==> src/rtl/mem_access_unit.sv <==
// Memory-stage access initiator: drives byte-enable data-memory requests from M,
// registers loads into the M/W boundary and extends them for write-back.
module mem_access_unit #(
    parameter int ERR_W = 8
) (
    input  logic             clk,
    input  logic             reset,
    input  logic             m_req_valid,
    input  logic [3:0]       m_op,
    input  logic [31:0]      m_addr,
    input  logic [31:0]      m_store_data,
    input  logic [31:0]      m_pc,
    input  logic [4:0]       m_rd,
    output logic [31:0]      m_data_addr,
    output logic [31:0]      m_data_wdata,
    output logic [3:0]       m_data_byteen,
    output logic [31:0]      m_inst_addr,
    input  logic [31:0]      m_data_rdata,
    output logic             w_valid,
    output logic [4:0]       w_rd,
    output logic [31:0]      w_pc,
    output logic [31:0]      w_load_data,
    output logic             err_sticky,
    output logic [ERR_W-1:0] err_count
);

    // m_req_valid qualifies the M fields for exactly one cycle and has no ready:
    // W never stalls. w_valid marks a completed aligned load for one cycle.
    localparam logic [3:0] OP_LW  = 4'd1;
    localparam logic [3:0] OP_LH  = 4'd2;
    localparam logic [3:0] OP_LHU = 4'd3;
    localparam logic [3:0] OP_LB  = 4'd4;
    localparam logic [3:0] OP_LBU = 4'd5;
    localparam logic [3:0] OP_SW  = 4'd6;
    localparam logic [3:0] OP_SH  = 4'd7;
    localparam logic [3:0] OP_SB  = 4'd8;

    logic             is_load;
    logic             is_store;
    logic             misaligned;
    logic             mis_evt;

    logic             w_valid_d,    w_valid_q;
    logic [4:0]       w_rd_d,       w_rd_q;
    logic [31:0]      w_pc_d,       w_pc_q;
    logic [31:0]      raw_d,        raw_q;
    logic [1:0]       off_d,        off_q;
    logic [3:0]       op_d,         op_q;
    logic             err_sticky_d, err_sticky_q;
    logic [ERR_W-1:0] err_count_d,  err_count_q;

    logic [15:0]      sel_half;
    logic [7:0]       sel_byte;

    always_comb begin
        is_load    = 1'b0;
        is_store   = 1'b0;
        misaligned = 1'b0;
        case (m_op)
            OP_LW:         begin is_load  = 1'b1; misaligned = |m_addr[1:0]; end
            OP_LH, OP_LHU: begin is_load  = 1'b1; misaligned = m_addr[0];    end
            OP_LB, OP_LBU: begin is_load  = 1'b1;                            end
            OP_SW:         begin is_store = 1'b1; misaligned = |m_addr[1:0]; end
            OP_SH:         begin is_store = 1'b1; misaligned = m_addr[0];    end
            OP_SB:         begin is_store = 1'b1;                            end
            default:       begin                                             end
        endcase
    end

    // Reset gates the enables combinationally so an in-flight store never commits.
    always_comb begin
        m_data_addr   = m_addr;
        m_inst_addr   = m_pc;
        m_data_wdata  = m_store_data;
        m_data_byteen = 4'b0000;
        case (m_op)
            OP_SH:   m_data_wdata = {2{m_store_data[15:0]}};
            OP_SB:   m_data_wdata = {4{m_store_data[7:0]}};
            default: m_data_wdata = m_store_data;
        endcase
        if (m_req_valid && !reset && is_store && !misaligned) begin
            case (m_op)
                OP_SW:   m_data_byteen = 4'b1111;
                OP_SH:   m_data_byteen = m_addr[1] ? 4'b1100 : 4'b0011;
                OP_SB:   m_data_byteen = 4'b0001 << m_addr[1:0];
                default: m_data_byteen = 4'b0000;
            endcase
        end
    end

    always_comb begin
        mis_evt      = m_req_valid && misaligned;
        w_valid_d    = m_req_valid && is_load && !misaligned;
        w_rd_d       = m_rd;
        w_pc_d       = m_pc;
        raw_d        = m_data_rdata;
        off_d        = m_addr[1:0];
        op_d         = m_op;
        err_sticky_d = err_sticky_q | mis_evt;
        err_count_d  = err_count_q;
        if (mis_evt && (err_count_q != {ERR_W{1'b1}})) begin
            err_count_d = err_count_q + ERR_W'(1);
        end
    end

    always_ff @(posedge clk or posedge reset) begin
        if (reset) begin
            w_valid_q    <= 1'b0;
            w_rd_q       <= 5'd0;
            w_pc_q       <= 32'd0;
            raw_q        <= 32'd0;
            off_q        <= 2'd0;
            op_q         <= 4'd0;
            err_sticky_q <= 1'b0;
            err_count_q  <= '0;
        end else begin
            w_valid_q    <= w_valid_d;
            w_rd_q       <= w_rd_d;
            w_pc_q       <= w_pc_d;
            raw_q        <= raw_d;
            off_q        <= off_d;
            op_q         <= op_d;
            err_sticky_q <= err_sticky_d;
            err_count_q  <= err_count_d;
        end
    end

    // Little-endian lane selection: offset k picks bits [8k+7:8k].
    always_comb begin
        sel_half = off_q[1] ? raw_q[31:16] : raw_q[15:0];
        case (off_q)
            2'd0:    sel_byte = raw_q[7:0];
            2'd1:    sel_byte = raw_q[15:8];
            2'd2:    sel_byte = raw_q[23:16];
            default: sel_byte = raw_q[31:24];
        endcase
        w_load_data = 32'd0;
        if (w_valid_q) begin
            case (op_q)
                OP_LW:   w_load_data = raw_q;
                OP_LH:   w_load_data = {{16{sel_half[15]}}, sel_half};
                OP_LHU:  w_load_data = {16'd0, sel_half};
                OP_LB:   w_load_data = {{24{sel_byte[7]}}, sel_byte};
                OP_LBU:  w_load_data = {24'd0, sel_byte};
                default: w_load_data = 32'd0;
            endcase
        end
    end

    assign w_valid    = w_valid_q;
    assign w_rd       = w_rd_q;
    assign w_pc       = w_pc_q;
    assign err_sticky = err_sticky_q;
    assign err_count  = err_count_q;

endmodule

==> config.mk <==
export PLATFORM = sky130hd
export DESIGN_NAME = mem_access_unit
export DESIGN_NICKNAME = d
export VERILOG_FILES = /design/src/rtl/mem_access_unit.sv
export SDC_FILE = /design/constraint.sdc
export NUM_CORES = 1
export LEC_CHECK = 0
export ABC_CLOCK_PERIOD_IN_PS = 4300
export CAP_MARGIN = 10
export CORE_ASPECT_RATIO = 1.1
export CORE_MARGIN = 4
export CORE_UTILIZATION = 30
export CTS_CLUSTER_DIAMETER = 200
export DETAILED_ROUTE_END_ITERATION = 10
export PLACE_DENSITY = 0.85
export SLEW_MARGIN = 25
export SYNTH_ARGS = -nofsm -noshare
export SYNTH_HDL_FRONTEND = slang
export SYNTH_SLANG_ARGS = --single-unit
==> constraint.sdc <==
create_clock -name clk -period 4.3 [get_ports clk]
set_input_delay 0.86 -clock clk [delete_from_list [all_inputs] [get_ports clk]]
set_output_delay 0.86 -clock clk [all_outputs]
set_load 0.1 [all_outputs]
==> summary.txt, run 1 <==
Status = completed
Die Area = 15,600 µm²
VDD IR-drop max = 0.642 mV
Pin count of the biggest net entering global routing = 55
Synthesized cell area = 4090 µm²
Starting Density = 0.308
Placed inst area = 6430 µm²
Number of global-route vias before repair = 3,818
Post_cts resized = 0
Initial antenna violation count = 0
ANT cells = 0
Die extent in y = 130 µm
Top cells by area, synth = dfrtp_1, buf_4, mux4_1
Asr flop ratio synth = 1.00
Path depth of the worst reg2reg path = 6
Routed WL per cell = 19.8 µm
Mapped Cells = 354
Crit path buffers/inverters = 2
I/O Buffers = 258
CTS tree = built
Total global routing overflow = 0
Crit end category = output port
Synth Register Bits = 85
Final Non-Filler Cells = 732
List of most frequent post-synthesis cells = dfrtp_1, buf_4, a21oi_1
Synth Area in Simple Gates = 0.107
Root Driver = clkbuf_16
Slew @ Worst Pin = 1050 ps
Leak = 2.87 nW
Fin nets = 684
Vias = 3,502
Register area share after synthesis = 0.520
Die width = 119 µm
Critical path depth = 7
Xor/xnor share of the synthesized area = 0.0107
Post-Syn Nets = 495
Setup bufs post-CTS = 0
ANT nets after route = 0
Routed WL = 14,500 µm
Pwr/cell area = 410 nW/µm²
Mean area per synthesized cell = 11.5 µm²
CTS Buffer Depth = 2
Core Area = 13,300 µm²
Total GRT Usage = 0.180
Crit-path cells = clkdlybuf4s50_1 > nand2_1 > nor2_1 > and2_1 > nor2_2 > mux2_2 > buf_12
Design area = 6760 µm²
Iteration-0 DRC count of the detailed router = 192
DP Cell Count = 716
Row cnt = 44
CTS HTree Levels = 3
First-pass GRT wire length = 21,400 µm
Relative slew margins = 0.296
R2R Setup Slk = 2670 ps
# IOs = 319
Vias per std cell = 4.78
Yosys top cell by area = dfrtp_1
CP Launch Type = primary input
Worst hold path class = register to register
Post-synthesis mux area share = 0.0805
Share of layout cells above drive strength 1 = 0.268
Area added between synthesis and finish = 65.4%
Slowest cell on the critical path = nor2_2
Number of CTS-inserted buffers = 9
Fin crit share = 0.916
Total clock sinks = 85
DRC = 0
Fin util = 0.510
Worst Skew = 1.98 ps
Synth Flop Type = dfrtp_1
Top-count cell post-synth = dfrtp_1
DR pass1 iterations = 5
Slew Viols, Final = 0
Top cell family by delay on the critical path = simple AND/OR/NAND/NOR gates
Yosys top cell area share = 0.520
Worst-path fanout max = 16
Ys Warns = 0
Max Cap Viol = 0
CP Data Arrival Time = 3080 ps
RSZ-0062 raised after global routing = no
Global placement routability congestion = 0.846
Delay of the slowest critical-path stage = 610 ps
Hold Fails Final Rpt = 0
Achievable Freq = 254 MHz
Worst-skew pair later-pin latency = 330 ps
Kind of critical path = primary input to output port
DP HPWL = 11,500 µm
Synth Area in Compound Gates = 0.123
CP required = 3440 ps
Hold_buf cts = 0
Netlist cell types = 43
Worst-path clk slew = 60 ps
Largest family of logic cells by synthesized area = buffers and inverters
Post-synth EDFFs = 0
Tot Pwr = 2.77 mW
Hold slack = 480 ps
Hold Path Depth = 1
Fraction of the mapped netlist area in adder cells = 0.00306
Setup Viol. Count Final = 0
Min cycle time layout = 3940 ps
==> worst register-to-register path, stage by stage (launching register included) <==
cell and delay (ps):
dfrtp_1 420, ha_1 260, and2_1 190, nand4_1 100, and4_1 250, nand4_1 130
xnor2_1 160
==> layer usage <==
layer | track usage | routed length (µm)
met5 | 0 | 0
met4 | 0.102 | 579
met3 | 0.0529 | 1130
met2 | 0.315 | 7740
met1 | 0.198 | 5030
==> power by group <==
group	switching, mW	leakage (nW)	internal, mW
sequential	0.0497	1.00	0.855
combinational	0.715	1.71	0.303
clock	0.321	0.165	0.531
total	1.09	2.87	1.69
==> kinds of logic after synthesis <==
family / after synthesis
flops: 85
xor+xnor: 5
simple gates: 82
compound gates: 72
buf+inv: 90
mux: 19
fa+ha+maj: 1
==> placed cells by master, fill, tap and decap left out, types with 4 or more instances in the layout <==
cell and instances:
clkdlybuf4s50_1 156, dfrtp_1 85, buf_4 81, a21oi_1 31
buf_12 28, nand2_1 24, nor2_1 16, and2_1 10
mux2_2 10, a21o_1 9, clkbuf_16 9, a221o_1 8
a22oi_1 8, mux4_1 7, a222oi_1 7, xnor2_1 5
nor3_1 4, o21ai_0 4
==> through the flow <==
stage	TNS, ps	worst slack, ps
detailed placement	0	394
CTS	0	386
finish	0	360
global placement	0	533
floorplan	-199	-49.7
global route	0	222
==> registers in the layout, summed over array words and instances (netlist names) <==
register    flops
err_count       8
err_sticky      1
off_q           2
op_q            4
raw_q          32
w_pc           32
w_rd            5
w_valid         1
==> layout make-up <==
cell class / count / area, µm²
fillers: 1138 / 6510
repair buffers: 265 / 2730
flip-flops and latches: 85 / 2130
multi-input cells: 179 / 1330
clock buffers: 10 / 239
well taps: 184 / 230
clock inverters: 6 / 93.8
inverters: 3 / 15.0
==> final timing paths <==
check	start	end
worst max-delay path	m_op[2]	m_data_wdata[17]
worst min-delay path	err_sticky$_DFF_PP0_	err_sticky$_DFF_PP0_
worst max register to register	err_count[0]$_DFFE_PP0P_	err_count[5]$_DFFE_PP0P_
worst min register to register	err_sticky$_DFF_PP0_	err_sticky$_DFF_PP0_
max in group asynchronous	reset	raw_q[9]$_DFF_PP0_
min in group asynchronous	reset	raw_q[30]$_DFF_PP0_
Note: power is estimated with default switching activity, not from simulation.
==> run 2, diff against run 1 <==
RECOVER_POWER = 50   (was default)
==> run 2 against run 1 <==
Net effect:
- the flow now finishes with violations (capacitance limit, slew limit)
- non-clock buffer count unchanged
- clock skew up 0.67 ps
- worst setup slack worse by 99 ps
- via count down 0.63%
- total power down 0.46%
- critical endpoint unchanged
==> summary.txt, run 2 (same netlist as run 1, synthesis figures left out) <==
Status = finished with violations (was completed)
Failing checks = capacitance limit, slew limit
Hold_buf cts = 0 (unchanged)
Iteration-0 DRC count of the detailed router = 206 (was 192)
CTS Buffer Depth = 2 (unchanged)
Most frequent cells in the layout = dfrtp_1, clkdlybuf4s50_1, buf_4 (was clkdlybuf4s50_1, dfrtp_1, buf_4)
Crit end category = output port (unchanged)
Area taken by multi-input logic gates = 1330 µm² (unchanged)
Routed WL = 14,400 µm (was 14,500 µm)
Number of CTS-inserted buffers = 9 (unchanged)
Global placement routability congestion = 0.846 (unchanged)
Net switching fraction of the power = 0.394 (was 0.391)
Max Cap Viol = 1 (was 0)
Worst Skew = 2.65 ps (was 1.98 ps)
FF+latch area = 2130 µm² (unchanged)
Die width = 119 µm (unchanged)
Hold Fails Final Rpt = 0 (unchanged)
Routed WL per cell = 19.7 µm (was 19.8 µm)
CP required = 3440 ps (about the same)
Setup Viol. Count Final = 0 (unchanged)
ANT nets after route = 0 (unchanged)
Achievable Freq = 248 MHz (was 254 MHz)
Total GRT Usage = 0.180 (unchanged)
Vias per std cell = 4.75 (was 4.78)
Worst hold path class = register to register (unchanged)
Busiest grt layer = met2 (unchanged)
Min cycle time layout = 4040 ps (was 3940 ps)
DR pass1 iterations = 6 (was 5)
DRC = 0 (unchanged)
I/O Buffers = 258 (unchanged)
Final WS setup = 261 ps (was 360 ps)
Clock group share of total power = 0.309 (was 0.307)
Die Area = 15,600 µm² (unchanged)
Pre-CTS setup slack = 394 ps (unchanged)
Met2 Track Usage GR = 0.315 (unchanged)
# IOs = 319 (unchanged)
Fillers = 1,138 (unchanged)
CP Data Arrival Time = 3180 ps (was 3080 ps)
Most common library cell in the layout ignoring fill and taps = dfrtp_1 (was clkdlybuf4s50_1)
Worst-skew pair later-pin latency = 330 ps (about the same)
Die extent in y = 130 µm (unchanged)
Kind of critical path = primary input to output port (unchanged)
Total clock sinks = 85 (unchanged)
CP Launch Type = primary input (unchanged)
M3 GR Usage = 0.0529 (unchanged)
Leak = 2.89 nW (was 2.87 nW)
Combinational Power Share = 0.363 (was 0.367)
Relative slew margins = -0.155 (was 0.296)
VDD IR-drop max = 0.643 mV (was 0.642 mV)
Area added between synthesis and finish = 65.3% (was 65.4%)
Worst-path clk slew = 60 ps (about the same)
CTS tree = built (unchanged)
DP HPWL = 11,500 µm (unchanged)
Row cnt = 44 (unchanged)
First-pass GRT wire length = 21,400 µm (unchanged)
DP Cell Count = 716 (unchanged)
ANT cells = 0 (unchanged)
Share of layout cells above drive strength 1 = 0.266 (was 0.268)
CTS HTree Levels = 3 (unchanged)
Grt met1 use = 0.198 (unchanged)
Setup bufs post-CTS = 0 (unchanged)
Final Non-Filler Cells = 732 (unchanged)
Slew @ Worst Pin = 1730 ps (was 1050 ps)
Initial antenna violation count = 0 (unchanged)
Vias = 3,480 (was 3,502)
Fin crit share = 0.939 (was 0.916)
Slew Viols, Final = 33 (was 0)
Internal = 1.67 mW (was 1.69 mW)
Total global routing overflow = 0 (unchanged)
Sequential share of power = 0.328 (was 0.326)
Pin count of the biggest net entering global routing = 55 (unchanged)
Pwr/cell area = 409 nW/µm² (was 410 nW/µm²)
Starting Density = 0.308 (unchanged)
RSZ-0062 raised after global routing = no (unchanged)
Root Driver = clkbuf_16 (unchanged)
Psw = 1.09 mW (about the same)
Post_cts resized = 0 (unchanged)
Worst-path fanout max = 16 (unchanged)
Fin nets = 684 (unchanged)
Number of global-route vias before repair = 3,818 (unchanged)
Core Area = 13,300 µm² (unchanged)
[run 2: path summary, 6_finish.rpt]
kind                                          startpoint                        to  slack, ps  depth (start not counted)
worst min-delay path                err_sticky$_DFF_PP0_      err_sticky$_DFF_PP0_        480                          1
worst max register to register  err_count[0]$_DFFE_PP0P_  err_count[5]$_DFFE_PP0P_       2670                          6
min in group asynchronous                          reset       raw_q[30]$_DFF_PP0_       1730                          3
max in group asynchronous                          reset  err_count[2]$_DFFE_PP0P_       1110                          4
worst max-delay path                             m_op[2]          m_data_wdata[17]        260                          7
worst min register to register      err_sticky$_DFF_PP0_      err_sticky$_DFF_PP0_        480                          1
[run 2: metrics by stage]
step | TNS, ps | instance area, µm² | hold WS [ps] | utilization | total power [mW]
floorplan | -199 | 4090 | 891 | - | 1.75
global placement | 0 | 6430 | 469 | 0.485 | 1.93
detailed placement | 0 | 6430 | 460 | 0.485 | 1.94
global route | 0 | 6760 | 510 | 0.509 | 2.87
finish | 0 | 6760 | 480 | 0.509 | 2.76
CTS | 0 | 6760 | 486 | 0.510 | 2.81
[run 2: layout make-up]
cell class	instances	share of cell area
well taps	184	0.0341
clock buffers	10	0.0354
repair buffers	265	0.404
inverters	3	0.00185
flip-flops and latches	85	0.315
multi-input cells	179	0.196
clock inverters	6	0.0139
[run 2: power groups by stage]
stage	logic [mW]	registers (mW)	clock network, mW
finish	1.00	0.905	0.853
global placement	1.01	0.915	0
global route	1.04	0.911	0.925
floorplan	0.573	1.17	0
detailed placement	1.02	0.917	0
CTS	1.02	0.904	0.885
[run 2: metal layers]
layer / share of wire / vias up
met5: 0 / -
met4: 0.039 / 0
met3: 0.083 / 41
met2: 0.54 / 198
met1: 0.34 / 1676
li1: - / 1565
[run 2: critical path: stages]
cell and delay (ps):
dlygate4sd3_1 620, nand2_1 130, nor2_1 60, and2_1 270, nor2_2 610, mux2_2 450
buf_12 170
